**src/rtl/cpu2core_cpu0_dct_pkg.sv**
```systemverilog
// Shared constants and FSM state type for the cpu0 DCT trace capture controller.
package cpu2core_cpu0_dct_pkg;
    localparam int SYM_W  = 2;
    localparam int SLOTS  = 15;
    localparam int BUF_W  = SYM_W * SLOTS;
    localparam int CNT_W  = 4;
    localparam int DROP_W = 8;

    typedef enum logic [1:0] {
        IDLE    = 2'd0,
        CAPTURE = 2'd1,
        ENDING  = 2'd2,
        ENDED   = 2'd3
    } dct_state_e;
endpackage

```
**src/rtl/cpu2core_cpu0_dct_hold_reg.sv**
```systemverilog
// One-entry valid/ready holding register between the pack buffer and the trace writer.
module cpu2core_cpu0_dct_hold_reg
    import cpu2core_cpu0_dct_pkg::*;
(
    input  logic             clk,
    input  logic             reset_n,
    input  logic             load,
    input  logic [BUF_W-1:0] load_data,
    input  logic [CNT_W-1:0] load_count,
    input  logic             out_ready,
    output logic             out_valid,
    output logic [BUF_W-1:0] out_data,
    output logic [CNT_W-1:0] out_count,
    output logic             hold_free
);
    assign hold_free = !out_valid || out_ready;

    // load is only asserted while hold_free, so it may overwrite a word being handed off
    always_ff @(posedge clk) begin
        if (!reset_n) begin
            out_valid <= 1'b0;
            out_data  <= '0;
            out_count <= '0;
        end else if (load) begin
            out_valid <= 1'b1;
            out_data  <= load_data;
            out_count <= load_count;
        end else if (out_ready) begin
            out_valid <= 1'b0;
        end
    end
endmodule

```
**src/rtl/cpu2core_cpu0_dct_capture_ctrl.sv**
```systemverilog
// cpu0 DCT capture: packs 2-bit trace symbols into 30-bit words and sequences end-of-test flush.
module cpu2core_cpu0_dct_capture_ctrl
    import cpu2core_cpu0_dct_pkg::*;
(
    input  logic              clk,
    input  logic              reset_n,
    input  logic              trace_en,
    input  logic              sym_valid,
    input  logic [SYM_W-1:0]  sym_data,
    input  logic              flush_req,
    input  logic              test_end_req,
    output logic              out_valid,
    input  logic              out_ready,
    output logic [BUF_W-1:0]  out_data,
    output logic [CNT_W-1:0]  out_count,
    output logic [BUF_W-1:0]  dct_buffer,
    output logic [CNT_W-1:0]  dct_count,
    output logic              test_ending,
    output logic              test_has_ended,
    output logic              overflow,
    output logic [DROP_W-1:0] drop_count
);
    dct_state_e state, state_n;
    logic       flush_pend, flush_pend_n;
    logic       hold_free, xfer, accept, drop, is_full;
    logic [BUF_W-1:0] buf_n;
    logic [CNT_W-1:0] cnt_n;

    assign is_full = (dct_count == CNT_W'(SLOTS));
    assign xfer    = hold_free && (is_full || (flush_pend && dct_count != '0));
    assign accept  = sym_valid && (state == CAPTURE) && (!is_full || xfer);
    assign drop    = sym_valid && (state == CAPTURE) && is_full && !xfer;

    always_comb begin
        state_n = state;
        case (state)
            IDLE:    if (test_end_req) state_n = ENDING;
                     else if (trace_en) state_n = CAPTURE;
            CAPTURE: if (test_end_req) state_n = ENDING;
                     else if (!trace_en) state_n = IDLE;
            ENDING:  if (dct_count == '0 && !flush_pend && !out_valid) state_n = ENDED;
            ENDED:   state_n = ENDED;
            default: state_n = IDLE;
        endcase
    end

    // A pending flush with nothing buffered is dropped; a new request wins over any clear
    always_comb begin
        flush_pend_n = flush_pend;
        if (xfer || (flush_pend && dct_count == '0))
            flush_pend_n = 1'b0;
        if ((flush_req && state != ENDED) ||
            (test_end_req && (state == IDLE || state == CAPTURE)))
            flush_pend_n = 1'b1;
    end

    always_comb begin
        buf_n = dct_buffer;
        cnt_n = dct_count;
        if (xfer) begin
            buf_n = accept ? BUF_W'(sym_data) : '0;
            cnt_n = accept ? CNT_W'(1) : '0;
        end else if (accept) begin
            buf_n = dct_buffer | (BUF_W'(sym_data) << {dct_count, 1'b0});
            cnt_n = dct_count + CNT_W'(1);
        end
    end

    always_ff @(posedge clk) begin
        if (!reset_n) begin
            state      <= IDLE;
            flush_pend <= 1'b0;
            dct_buffer <= '0;
            dct_count  <= '0;
            overflow   <= 1'b0;
            drop_count <= '0;
        end else begin
            state      <= state_n;
            flush_pend <= flush_pend_n;
            dct_buffer <= buf_n;
            dct_count  <= cnt_n;
            if (drop) begin
                overflow <= 1'b1;
                if (drop_count != '1) drop_count <= drop_count + DROP_W'(1);
            end
        end
    end

    assign test_ending    = (state == ENDING);
    assign test_has_ended = (state == ENDED);

    cpu2core_cpu0_dct_hold_reg u_hold (
        .clk        (clk),
        .reset_n    (reset_n),
        .load       (xfer),
        .load_data  (dct_buffer),
        .load_count (dct_count),
        .out_ready  (out_ready),
        .out_valid  (out_valid),
        .out_data   (out_data),
        .out_count  (out_count),
        .hold_free  (hold_free)
    );
endmodule
```
**config.mk**
```make
export PLATFORM = sky130hd
export DESIGN_NAME = cpu2core_cpu0_dct_capture_ctrl
export DESIGN_NICKNAME = d
export VERILOG_FILES = /design/src/rtl/cpu2core_cpu0_dct_pkg.sv /design/src/rtl/cpu2core_cpu0_dct_hold_reg.sv /design/src/rtl/cpu2core_cpu0_dct_capture_ctrl.sv
export SDC_FILE = /design/constraint.sdc
export NUM_CORES = 1
export LEC_CHECK = 0
export ABC_AREA = 1
export CAP_MARGIN = 30
export CORE_ASPECT_RATIO = 0.75
export CORE_MARGIN = 2
export CORE_UTILIZATION = 43
export DETAILED_ROUTE_END_ITERATION = 10
export PLACE_DENSITY = 0.8
export SETUP_SLACK_MARGIN = 0.15
export SLEW_MARGIN = 0
export SYNTH_ARGS = -nofsm -noshare
export SYNTH_HDL_FRONTEND = slang
export SYNTH_SLANG_ARGS = --single-unit
export TNS_END_PERCENT = 5
```
**constraint.sdc**
```tcl
create_clock -name clk -period 1.76 [get_ports clk]
set_input_delay 0.352 -clock clk [delete_from_list [all_inputs] [get_ports clk]]
set_output_delay 0.352 -clock clk [all_outputs]
set_load 0.01 [all_outputs]
```
### Yosys cells after proc, flatten, opt, wreduce, memory -nomap -nowiden

Cells that the tools add are included.

* flip-flop bits (word level): 81
* output and inout bits: 80
* logic and storage cells: 67

* add/subtract/negate cells: 2
* eq/ne operators: 9
* shift-type cells: 1
* mux-type cells: 16
* bitwise logic cells: 1
* reduce and logical (&&, ||, !) cells: 29

Operators by type and width (number)
* $mux W30: 2
* $or A30 B30 Y30: 1
* $shl A2 B5 Y30: 1
* $mux W2: 6
* $logic_and A1 B1 Y1: 11
* $add A8 B1 Y8 const B: 1
* $mux W4: 2
* $ne A8 B8 Y1 const B: 1
* $pmux W2 S4: 1
* $logic_or A1 B1 Y1: 6
* $ne A3 B3 Y1 const B: 2
* $reduce_bool A2 Y1: 3
* $mux W1: 5
* $add A4 B1 Y4 const B: 1
* $eq A2 B2 Y1 const B: 2
* $eq A4 B4 Y1 const B: 1
* $logic_not A1 Y1: 4
* $logic_not A4 Y1: 1
* $reduce_bool A4 Y1: 1
* $reduce_and A3 Y1: 1
* $eq A2 B1 Y1 const B: 1
* $logic_not A2 Y1: 1
* $ne A2 B1 Y1 const B: 1
* $ne A2 B2 Y1 const B: 1
* $reduce_and A2 Y1: 1

### Depth between registers and ports, before layout

Gate-level depths: netlist (run 1).

* depth in word-level cells: 8
* gate-level depth with buffers: 10

### By module

From an unflattened synthesis (run 1), not the netlist that was laid out.

* cells, all modules: 459
* area, all modules: 3404.5 um^2

By module, submodules not included
* cpu2core_cpu0_dct_capture_ctrl: instances 1, cells each 308, area each 2183.3 um^2
* cpu2core_cpu0_dct_hold_reg: instances 1, cells each 151, area each 1221.2 um^2

### Worst setup path before layout (run 1)

Ideal clock, no wire load.

* path kind: register to register
* from: register dct_count[0]
* to: register u_hold.out_count[0]
* arrival: 1.656 ns
* data required time: 1.647 ns
* setup slack: -0.009 ns
* stages on the path, launching flop included: 11
* path buffers: 2
* clock period less this slack: 1.769 ns
* path through: dfxtp_1 clkinv_1 ha_1 nand3_2 nand2_1 nand2_2 nand2_4 buf_6 buf_6 o21ai_1 nor2_1

* longest elaborated chain between the ends: 4
* elaborated cells on any way between the ends: 5
* classes of those cells: eq/ne: 1; reduce/logical: 4

RTL lines
* from (decl): RTL line cpu2core_cpu0_dct_capture_ctrl.sv:17 `output logic [CNT_W-1:0] dct_count,`
* from (signal assigned): RTL line cpu2core_cpu0_dct_capture_ctrl.sv:81 `dct_count <= cnt_n;`
* $reduce_bool A4 Y1: RTL line cpu2core_cpu0_dct_capture_ctrl.sv:30 `assign xfer = hold_free && (is_full || (flush_pend && dct_count != '0));`
* $logic_and A1 B1 Y1: RTL line cpu2core_cpu0_dct_capture_ctrl.sv:30
* $logic_or A1 B1 Y1: RTL line cpu2core_cpu0_dct_capture_ctrl.sv:30
* $logic_and A1 B1 Y1: RTL line cpu2core_cpu0_dct_capture_ctrl.sv:30
* to (signal assigned): RTL line cpu2core_cpu0_dct_hold_reg.sv:27 `out_count <= load_count;`
* to (decl): RTL line cpu2core_cpu0_dct_hold_reg.sv:13 `output logic [CNT_W-1:0] out_count,`

Several ways; a longest one is shown, not always the timed one.
A chain may end at the register's enable or synchronous reset.

### Worst setup path in the final report (run 1)

* from: register u_hold.out_count[0]
* to: output out_count[0]

RTL lines
* to (decl): RTL line cpu2core_cpu0_dct_capture_ctrl.sv:15 `output logic [CNT_W-1:0] out_count,`

No word-level cell between the ends.

==> run metrics, run 1 <==
CTS Root Cell=clkbuf_8; Seq/Total Area, Yosys=about half; DRT Pass-1 Iters=5; post-layout util=62.9%; Inserted Clock Buffers=9; DR vias=~3300; P per Cell Area=762 nW/um^2; Reg clk slew, reported paths=80 ps; Worst Path Buf+Inv=1; commonest non-fill, non-tap cell in the layout=nor2_1; fin crit period=1600 ps; Syn Inst Count=~430; worst vdd ir=0.000395 V; commonest cells after routing, fill and taps aside=nor2_1, dfxtp_1, dlygate4sd2_1; P&R area growth vs syn=42.1%; port bufs=~90; Max Fanout on Critical Path=2; critical path's top delay family=buffers and inverters; Seq cells post-synth=81; syn avg cell area=~7.5 sq um; CTS tree=yes; CP max stage delay=around 540 ps; Synth warnings=0; WP data required=1410 ps; final hold violations=0; status=completed; Post-Route WL=a little under 9000 microns; total track usage=a little over a fifth; fillers=about 660; Starting Density=44.3%; number of flops mapped to enable cells by yosys=0; share of cells above drive strength 1=between 10% and 20%; max cap viols=0; global route overflow=0; maximum clock rate=roughly 0.63 GHz; RSZ-0062 raised after global routing=yes; nets=between 500 and 600; Die H=about 79 microns; Hold Crit Class=register to register; clk_lat worst skew=roughly 350 ps; CTS Sinks=between 80 and 90; CP max-delay cell=clkdlybuf4s50_1; dominant synthesized flop cell=dfxtp_1; number of DRC markers in iteration 0=around 220; Final ANT Viol Nets=0; Post-synth ARST share=0%; Worst Setup End Kind=primary output; Die ar.=around 8000 sq um; DP Wirelength=~6400 microns; I/O pins=89; setup violators final=0; Final Max Slew Viols=0; Via density=5.15; largest net degree at the start of global routing=32; DRC=0; worst-margin pin slew=approximately 580 ps; syn nets=440; WS Path Type=register to primary output; final worst-path cycle share=between 90% and 100%; GPL Wtd Cong=0.896; CP cell instances=clkdlybuf4s50_1; Die W=between 100 and 150 microns; WHS=between 400 and 500 ps; leakage=roughly 0.0021 uW; relative slew slack=61.1%; Synth cell types=27; Core Box Area=between 7000 and 8000 sq um; n_diodes=0; Crit path arrival time=1250 ps; routed len/inst=about 14 microns; cell row count=27; initial antenna violation count=0; vias in the first global route=2997; final setup skew=about 11 ps; cell area after synthesis=around 3200 sq um; first-pass GRT wire length=between 10000 and 15000 microns; H-tree Lvls=3; CP startpoint kind=register; CTS Buffer Depth=2
stage by stage:
step | setup WS [ps] | setup TNS, ps | cells | total power (uW) | cell area [sq um]
2_1_floorplan | 214 | 0 | 428 | 2120 | 3230
3_3_place_gp | -39.2 | -384 | 621 | 2270 | 4340
3_5_place_dp | -113 | -1430 | 621 | 2280 | 4340
4_1_cts | 154 | 0 | 637 | 3510 | 4490
5_1_grt | 94.6 | 0 | 641 | 3640 | 4590
6_report | 161 | 0 | 641 | 3500 | 4590
routing by layer:
| metal | track usage [%] | vias up | wire length (microns) |
|---|---|---|---|
| met4 | 8.24 | 0 | 244 |
| met5 | 0 | - | 0 |
| met2 | 36.4 | 171 | 4190 |
| li1 | - | 1601 | - |
| met3 | 8.13 | 29 | 783 |
| met1 | 25.1 | 1497 | 3690 |
cells in the mapped netlist (6+ instances only):
master | count | area, sq um
nor2_1 | 128 | 480
buf_2 | 6 | 30.0
dfxtp_1 | 81 | 1620
o21ai_0 | 36 | 180
nand2_1 | 33 | 124
nand4_1 | 7 | 43.8
inv_1 | 32 | 120
o21ai_1 | 11 | 55.1
nor4_1 | 6 | 37.5
clkbuf_1 | 8 | 30.0
nand3_1 | 10 | 50.1
a21oi_1 | 38 | 190
sequential cells by signal, indices dropped and copies added, names as in the netlist:
register	cells
dct_count	4
u_hold.out_valid	1
drop_count	8
u_hold.out_count	4
dct_buffer	30
u_hold.out_data	30
overflow	1
flush_pend	1
state	2
kinds of logic after synthesis:
family / synth area share (%)
AND/OR/NAND/NOR: 27.3
AO/OA/AOI/OAI: 13.6
flip-flops: 50.2
buffers and inverters: 7.71
adder cells (fa/ha/maj): 1.16
power breakdown:
| group | internal, uW | switching (uW) | total [uW] | leakage [uW] |
|---|---|---|---|---|
| registers | 1870 | 28.5 | 1900 | 0.000659 |
| clock network | 558 | 690 | 1250 | 0.0000857 |
| logic | 164 | 188 | 352 | 0.00133 |
| total | 2590 | 906 | 3500 | 0.00208 |
path summary, 6_finish.rpt:
path	end	startpoint	slack (ps)	cells past startpoint
setup / recovery	out_count[0]	u_hold.out_count[0]	160	1
hold reg to reg	drop_count[0]	drop_count[0]	460	1
hold / removal	drop_count[0]	drop_count[0]	460	1
setup reg to reg	dct_count[2]	dct_count[1]	210	9
final cells by class:
cell class | count | area (sq um) | share of cell area (%)
tap | 101 | 126 | 2.75
clock inverter | 5 | 41.3 | 0.900
inverter | 35 | 135 | 2.94
clock buffer | 11 | 141 | 3.08
sequential | 81 | 1640 | 35.7
timing repair buffer | 114 | 1070 | 23.3
multi-input combinational | 294 | 1440 | 31.4
timing repair:
action                     CTS  global route
setup endpoints to repair   85           104
gates cloned                 0             2
hold buffers                 0             0
gates resized for setup     62            23
pin swaps                    0             3
setup buffers                0             2
No activity file was read; power rests on OpenSTA's default activity.
==> inputs of run 2 (changes only) <==
--- a/config.mk
+++ b/config.mk
@@ -6,10 +6,12 @@
 export NUM_CORES = 1
 export LEC_CHECK = 0
 export ABC_AREA = 1
-export CAP_MARGIN = 30
+export CAP_MARGIN = 20
 export CORE_ASPECT_RATIO = 0.75
 export CORE_MARGIN = 2
 export CORE_UTILIZATION = 43
+export CTS_BUF_LIST = sky130_fd_sc_hd__clkbuf_16
+export CTS_CLUSTER_SIZE = 10
 export DETAILED_ROUTE_END_ITERATION = 10
 export PLACE_DENSITY = 0.8
 export SETUP_SLACK_MARGIN = 0.15
==> run 2 against run 1 <==
Effect of this change: wire length is 1.2% lower; count of clock-buffer cells in the layout is 2 lower; sequential cell count stayed put; largest cell class unchanged; setup slack worse by 24 ps; core utilization is 0.69 points higher; die area stayed put; final cell count is 0.47% lower; non-clock buffer count is 1 lower; critical endpoint is now u_hold.out_count[0].
==> run metrics, run 2 (same netlist as run 1, synthesis figures left out) <==
largest net degree at the start of global routing=32 (unchanged); share of cells above drive strength 1=11.9% (-2.5 points); Max Fanout on Critical Path=22 (+20); FF+latch area=1630 sq um (-0.31%); Power Total=3950 uW (+13%); Die W=104 microns (unchanged); flop2flop setup slack=140 ps (-70 ps); post-layout util=63.6% (+0.69 points); hold_buf cts=0 (unchanged); cell row count=27 (unchanged); Core Box Area=7300 sq um (unchanged); I/O pins=89 (unchanged); Inserted Clock Buffers=9 (unchanged); first-pass GRT wire length=14000 microns (-0.20%); P&R area growth vs syn=43.7%; CTS Sinks=81 (unchanged); DP Wirelength=6370 microns (unchanged); worst-margin pin slew=552 ps (-27.0 ps); final hold violations=0 (unchanged); maximum clock rate=0.616 GHz (-1.5%); final setup skew=7.71 ps (-3.77 ps); worst vdd ir=0.000459 V (+16%); Post-Route WL=8800 microns (-1.2%); CTS Buffer Depth=2 (unchanged); WP data required=1990 ps (+580 ps); DR vias=3237 (-1.8%); P per Cell Area=851 nW/um^2 (+12%); Hold Crit Class=register to register; worst hold start=dct_buffer[14]; nets=544 (-0.55%); vias in the first global route=2966 (-1.0%); Via density=5.07 (-1.4%); CTS Root Cell=clkbuf_16; CTS tree=yes; CP startpoint kind=register; Starting Density=44.3% (unchanged); Final Max Slew Viols=0 (unchanged); DRC=0 (unchanged); n_diodes=0 (unchanged); CP startpoint=dct_count[1]; worst hold stages=2 (+1); total track usage=21.5% (-0.10 points); clk_lat worst skew=340 ps (about the same); routed len/inst=13.8 microns (-0.74%); Reg clk slew, reported paths=60 ps (-20 ps); initial antenna violation count=0 (unchanged); Crit path arrival time=1850 ps (+600 ps); GPL Wtd Cong=0.896 (unchanged); commonest non-fill, non-tap cell in the layout=nor2_1; fin crit period=1620 ps (+23.9 ps); DRT Pass-1 Iters=6 (+1); H-tree Lvls=3 (unchanged); WHS=471 ps (+6.35 ps); WS Path Type=register to register; port bufs=88 (unchanged); Setup TNS=0 ps (unchanged); area of the multi-input gates=1380 sq um (-4.0%); Die H=79.1 microns (unchanged); Top Registers=dct_buffer (30), u_hold.out_data (30), drop_count (8); leakage=0.00200 uW (-3.5%); number of DRC markers in iteration 0=270 (+24%); Final ANT Viol Nets=0 (unchanged); RR Endpoint=u_hold.out_count[0]; Reg-to-Reg Start=dct_count[1]; setup violators final=0 (unchanged); worst reg-to-reg path cell count=10 (+1); Die ar.=8230 sq um (unchanged); global route overflow=0 (unchanged); fillers=652 (-1.7%); relative slew slack=62.9% (+1.8 points); commonest cells after routing, fill and taps aside=nor2_1, dfxtp_1, clkdlybuf4s50_1; status=completed; max cap viols=0 (unchanged); final worst-path cycle share=92.2% (+1.4 points); Worst Setup End Kind=register; hold path endpoint=dct_buffer[14]; RSZ-0062 raised after global routing=yes
run 2: how the worst max path moves through the flow:
stage,slack (ps),to
finish,140,u_hold.out_count[0]
CTS,40,dct_count[1]
global placement,-40,dct_buffer[26]
global route,3,u_hold.out_data[28]
detailed placement,-110,dct_buffer[19]
floorplan,210,u_hold.out_count[3]
run 2: critical path, cell delays in order (launching register included):
cell and delay, ps:
dfxtp_2 350, inv_1 110, ha_1 180, nand3_2 100, nand2_1 80, nand2_2 90, nand2_8 140, clkinv_2 110
buf_6 180, nor2_1 110, nor2_1 60
run 2: per-layer routing:
| layer | global-route usage, % | up-vias | wire (microns) |
|---|---|---|---|
| met5 | 0 | - | 0 |
| met4 | 7.84 | 0 | 162 |
| met3 | 7.80 | 22 | 600 |
| met2 | 36.6 | 126 | 4150 |
| met1 | 25.0 | 1496 | 3880 |
| li1 | - | 1593 | - |
run 2: timing repair:
item | in CTS | in global routing
endpoints found under the setup margin | 65 | 98
resized for setup | 37 | 5
pin swaps | 0 | 1
buffers inserted | 0 | 1
run 2: final cells by class:
| cell class | instances | area share [%] |
|---|---|---|
| Timing Repair Buffer | 113 | 23.5 |
| Tap cell | 101 | 2.72 |
| Clock buffer | 9 | 4.85 |
| Multi-Input combinational cell | 292 | 29.8 |
| Inverter | 35 | 2.89 |
| Sequential cell | 81 | 35.2 |
| Clock inverter | 7 | 1.05 |
run 2: metrics by stage:
stage | worst slack [ps] | cell area [sq um] | cells
floorplan | 214 | 3230 | 428
global placement | -39.2 | 4340 | 621
detailed placement | -113 | 4340 | 621
CTS | 38.4 | 4610 | 637
global route | 3.42 | 4640 | 638
finish | 138 | 4640 | 638
run 2: power by group:
group          total [uW]  leakage (uW)  switching [uW]  internal [uW]
sequential           1900      0.000658            28.0           1870
clock                1710      0.000130             754            951
combinational         343       0.00122             182            161
total                3950       0.00200             965           2990
